--- src/rtl/multiplicacion_entera_if.sv ---
// Start/done handshake bundle for the shift-and-add multiplier P = Q*B + R.
interface multiplicacion_entera_if #(
    parameter int unsigned N = 8
);
    logic           start;
    logic [N-1:0]   Q;
    logic [N-1:0]   B;
    logic [N-1:0]   R;
    logic [2*N-1:0] P;
    logic           done;
    logic           busy;

    modport master (output start, Q, B, R, input P, done, busy);
    modport slave  (input start, Q, B, R, output P, done, busy);
endinterface

--- src/rtl/multiplicacion_entera.sv ---
// Sequential unsigned multiplier with addend, one multiplier bit per clock.
// Rebuilds a dividend from quotient, divisor and remainder: P = Q*B + R.
module multiplicacion_entera #(
    parameter int unsigned N = 8
) (
    input logic                     clk,
    input logic                     rst,
    multiplicacion_entera_if.slave  bus
);
    localparam int unsigned PW = 2 * N;
    localparam int unsigned CW = $clog2(N + 1);

    typedef enum logic [1:0] {
        IDLE = 2'd0,
        CALC = 2'd1,
        DONE = 2'd2
    } state_t;

    state_t          state_q, state_d;
    logic [PW-1:0]   acc_q, acc_d;
    logic [PW-1:0]   mcand_q, mcand_d;
    logic [N-1:0]    mplier_q, mplier_d;
    logic [CW-1:0]   count_q, count_d;
    logic [PW-1:0]   p_q, p_d;
    logic            done_q, done_d;

    // State and datapath registers
    always_ff @(posedge clk or posedge rst) begin
        if (rst) begin
            state_q  <= IDLE;
            acc_q    <= '0;
            mcand_q  <= '0;
            mplier_q <= '0;
            count_q  <= '0;
            p_q      <= '0;
            done_q   <= 1'b0;
        end else begin
            state_q  <= state_d;
            acc_q    <= acc_d;
            mcand_q  <= mcand_d;
            mplier_q <= mplier_d;
            count_q  <= count_d;
            p_q      <= p_d;
            done_q   <= done_d;
        end
    end

    // Next-state and datapath update; CALC always runs N cycles regardless of data
    always_comb begin
        state_d  = state_q;
        acc_d    = acc_q;
        mcand_d  = mcand_q;
        mplier_d = mplier_q;
        count_d  = count_q;
        p_d      = p_q;
        done_d   = done_q;

        case (state_q)
            IDLE: begin
                done_d = 1'b0;
                if (bus.start) begin
                    acc_d    = PW'(bus.R);
                    mcand_d  = PW'(bus.B);
                    mplier_d = bus.Q;
                    count_d  = CW'(N);
                    state_d  = CALC;
                end
            end
            CALC: begin
                if (mplier_q[0]) begin
                    acc_d = acc_q + mcand_q;
                end
                mcand_d  = mcand_q << 1;
                mplier_d = mplier_q >> 1;
                count_d  = count_q - CW'(1);
                if (count_q == CW'(1)) begin
                    state_d = DONE;
                end
            end
            DONE: begin
                p_d    = acc_q;
                done_d = 1'b1;
                // Park here while start stays high so a held request yields one result
                if (!bus.start) begin
                    state_d = IDLE;
                end
            end
            default: begin
                state_d = IDLE;
            end
        endcase
    end

    assign bus.P    = p_q;
    assign bus.done = done_q;
    assign bus.busy = (state_q != IDLE);
endmodule

--- src/flat_wrapper.sv ---
// flat-port wrapper written by rule: the top's interface ports become plain ports
module multiplicacion_entera_flat 
#(
    parameter int unsigned N = 8
)
  (clk, rst, bus_start, bus_Q, bus_B, bus_R, bus_P, bus_done, bus_busy);
  multiplicacion_entera_if #(.N(N)) bus_i ();
  input logic clk;
  input logic rst;
  input wire logic [$bits(bus_i.start)-1:0] bus_start;
  input wire logic [$bits(bus_i.Q)-1:0] bus_Q;
  input wire logic [$bits(bus_i.B)-1:0] bus_B;
  input wire logic [$bits(bus_i.R)-1:0] bus_R;
  output wire logic [$bits(bus_i.P)-1:0] bus_P;
  output wire logic [$bits(bus_i.done)-1:0] bus_done;
  output wire logic [$bits(bus_i.busy)-1:0] bus_busy;
  assign bus_i.start = bus_start;
  assign bus_i.Q = bus_Q;
  assign bus_i.B = bus_B;
  assign bus_i.R = bus_R;
  assign bus_P = bus_i.P;
  assign bus_done = bus_i.done;
  assign bus_busy = bus_i.busy;
  multiplicacion_entera #(.N(N)) u_core (.clk(clk), .rst(rst), .bus(bus_i));
endmodule
--- config.mk ---
export PLATFORM = sky130hd
export DESIGN_NAME = multiplicacion_entera_flat
export DESIGN_NICKNAME = d
export VERILOG_FILES = /design/src/rtl/multiplicacion_entera_if.sv /design/src/rtl/multiplicacion_entera.sv /design/src/flat_wrapper.sv
export SDC_FILE = /design/constraint.sdc
export NUM_CORES = 1
export LEC_CHECK = 0
export ABC_AREA = 0
export BUFFER_PORTS_ARGS = -buffer_cell sky130_fd_sc_hd__clkbuf_2
export CAP_MARGIN = 20
export CORE_UTILIZATION = 40
export CTS_CLUSTER_DIAMETER = 30
export DETAILED_ROUTE_END_ITERATION = 8
export HOLD_SLACK_MARGIN = 0.02
export MAX_ROUTING_LAYER = met4
export SETUP_SLACK_MARGIN = 0.05
export SLEW_MARGIN = 20
export SYNTH_ARGS = -nofsm -noshare
export SYNTH_HDL_FRONTEND = slang
export SYNTH_SLANG_ARGS = --single-unit
--- constraint.sdc ---
create_clock -name clk -period 3.2 [get_ports clk]
set_clock_uncertainty 0.2 [all_clocks]
set_input_delay 0.48 -clock clk [delete_from_list [all_inputs] [get_ports clk]]
set_output_delay 0.48 -clock clk [all_outputs]
set_load 0.03 [all_outputs]
==> impl_results.md <==
* Worst r2r path cells at 8
* Inst Count DP at 478
* LEAKAGE at 0.001968 uW
* Non-Filler Instances at between 400 and 500
* Cell count after synthesis at around 340
* Hold Path Cell Cnt at 3
* Setup TNS at 0 ns
* Syn avg cell area at 9.891 um2
* Reg2reg start: u_core.mcand_q[0]
* Number of global-route vias before repair at 2564
* Port Buffer Count at 44
* Period utilization at ~80%
* Via count at between 2000 and 3000
* CP Max Fanout at 3
* DR DRC count at 0
* Routed len/inst at 14.50 um
* Total CTS buffers at 9
* CP max stage cell: dfrtp_1
* DP Area at between 3000 and 4000 um2
* CP Launch Type: register
* Worst slew pin tran at 0.8465 ns
* Clk slew on worst S/H paths at approximately 0.080 ns
* Area delta synth->final at 16.83%
* Mapped Nets at approximately 380
* Yosys warns at 0
* Clock Sinks at 63
* Largest net degree at the start of global routing at between 40 and 50
* HPWL Detailed at 5053 um
* 1st-pass router iterations at 4
* HP Start: bus_Q[7]
* Endpoint, Worst Hold: u_core.mplier_q[7]
* #FFs+latches synth at 63
* Worst setup path class: register to register
* Initial Util at roughly 40%
* Vias per cell at ~5.3
* GRT Overall Usage at between 10% and 20%
* CP required at 3.22 ns
* Worst endpoint data arrival time at 2.53 ns
* Remaining global-route overflow at 0
* Skew-Pair Late Insertion Delay at 0.35 ns
* Critical path cell sequence: ha_1, fa_1, a21o_1, a21boi_2, a21oi_1, a311oi_1, xor2_1, o21ai_1
* Worst path max stage delay at between 0.4 and 0.5 ns
* Fill count at 801
* Peak VDD IR at 481.9 uV
* RSZ-0062 raised after global routing: false
* CP Capture Type: register
* CTS tree: done
* Layout Utilization at between 40% and 50%
* Worst R2R End: u_core.acc_q[12]
* Ratio of cells with drive above 1 in the final layout at 24.87%
* H-tree levels at 3
* First-pass GRT wire length at 12320 um
* Status: finished clean
* Period minus WS final at 2.508 ns
* Initial DRC count at 66
* Slew headroom at ~44%
* Initial antenna violation count at 0
* Setup WS post-layout at 0.6925 ns
* Final Cell Area at 3918 um2
* Post-Place Setup Slack at 0.7060 ns
* Commonest non-fill, non-tap cell in the layout: nand2_1
* Max Cap Viol at 0
* # IOs at 45
* Cell Area, Synth at 3353 um2
* Core Area at 8175 um2
* Fin. Hold Viols at 0
* R2R Setup Slk at between 0.6 and 0.7 ns
* Most frequent cells in the layout: nand2_1 (73), dfrtp_1 (63), clkbuf_2 (44)
* Die X at 93.56 um
* Slew Viols, Final at 0
* Die Height at 93.56 um
* Top achievable clock speed at between 300 and 400 MHz
* Cell Pwr Density at 1088 nW/um2
* Worst hold path type: input pin to register
* Antenna viol nets, final at 0
* # setup viols final at 0
* # nets final at 430
* Final GP Congestion at between 0.8 and 0.9
* Inserted Diodes at 0
* WL final at between 7000 and 8000 um
* Core Rows at 33
* Die area at 8753 um2
* CTS root buf: clkbuf_8
* Clk buf depth at 2
* Synth cell types at 47
* Sequential area share after synthesis at 47.01%
## cell usage after synthesis (all sizes together)
master,number,area (um2)
o311ai,1,16.27
nand2,73,274.0
or2,1,6.260
or4b,1,10.01
a221oi,1,8.760
mux2,16,180.2
o221ai,1,8.760
mux2i,6,60.06
ha,17,212.7
o31ai,2,15.01
o21ai,29,145.1
nor3,3,15.01
a22oi,15,112.6
nor3b,1,7.510
a21boi,1,11.26
nand2b,1,6.260
inv,12,45.04
clkbuf,11,41.29
a41oi,1,16.27
a311oi,1,8.760
a22o,2,17.52
nand3b,1,7.510
buf,6,41.28
nand3,7,35.03
xor2,4,35.03
fa,1,20.02
nand4,2,12.51
o211ai,2,25.02
nor2,9,33.78
and3,2,22.52
and2,3,18.77
a21oi,10,50.05
nor2b,2,12.51
and2b,1,8.760
a21o,8,61.31
a31oi,6,37.54
dfrtp,63,1577
o21a,2,15.01
and4,1,11.26
a211oi,3,22.52
xnor2,7,61.31
o21bai,3,26.27
## worst max path at each step
stage	startpoint	end	slack (ns)
floorplan	u_core.mcand_q[0]	u_core.acc_q[12]	0.91
global placement	u_core.mcand_q[0]	u_core.acc_q[12]	0.75
detailed placement	u_core.mcand_q[0]	u_core.acc_q[12]	0.71
CTS	u_core.mcand_q[0]	u_core.acc_q[12]	0.68
global route	u_core.mcand_q[0]	u_core.acc_q[12]	0.58
finish	u_core.mcand_q[0]	u_core.acc_q[12]	0.69
## critical path: cells and delay by family, from the launching register on
family / cells / cell delay (ns)
xor+xnor: 1 / 0.17
fa+ha+maj: 2 / 0.64
compound gates: 5 / 0.95
flops: 1 / 0.41
## layer usage
metal / share of wire [%] / routed length, um / vias to the layer above / GRT usage [%]
met2: 47 / 3373 / 50 / 28.62
li1: - / - / 1290 / -
met5: 0 / 0 / - / -
met1: 49 / 3503 / 1262 / 24.64
met4: 0.85 / 61 / 0 / 5.769
met3: 3.3 / 239 / 7 / 4.472
## cells by family after synthesis
family                   share of synthesized area, %
AND/OR/NAND/NOR                                 14.37
AO/OA/AOI/OAI                                   17.84
flip-flops                                      47.01
buffers and inverters                           3.806
multiplexers                                    7.164
adder cells (fa/ha/maj)                         6.940
XOR/XNOR                                        2.873
## registers in the layout (all words and copies together), names as in the netlist
signal and cells:
u_core.mplier_q 8, u_core.state_q 2, u_core.bus.done 1, u_core.mcand_q 16
u_core.acc_q 16, u_core.bus.P 16, u_core.count_q 4
## layout make-up
type	count	area, um2	area share, %
Sequential cell	63	1577	40.24
Clock buffer	10	137.6	3.513
Clock inverter	6	92.59	2.363
Multi-Input combinational cell	247	1652	42.16
Tap cell	105	131.4	3.354
Timing Repair Buffer	52	282.8	7.218
Inverter	12	45.04	1.150
## report_power, final
group          switching, uW  internal, uW
clock network            340           464
logic                   1250           823
registers                257          1130
total                   1840          2420
## stage by stage
stage                     total power, uW  hold slack [ns]
final                                4260           0.1145
after global routing                 4631           0.1250
after CTS                            4298          0.09989
after detailed placement             3482           0.2688
after global placement               3432           0.2577
after floorplan                      3008           0.2463
## what timing repair did
| action | CTS | global route |
|---|---|---|
| setup buffers | 0 | 0 |
| hold endpoints to repair | 21 | 0 |
| gates resized for setup | 0 | 0 |
| hold buffers | 1 | 0 |
Power figures use the tool's default switching activity.
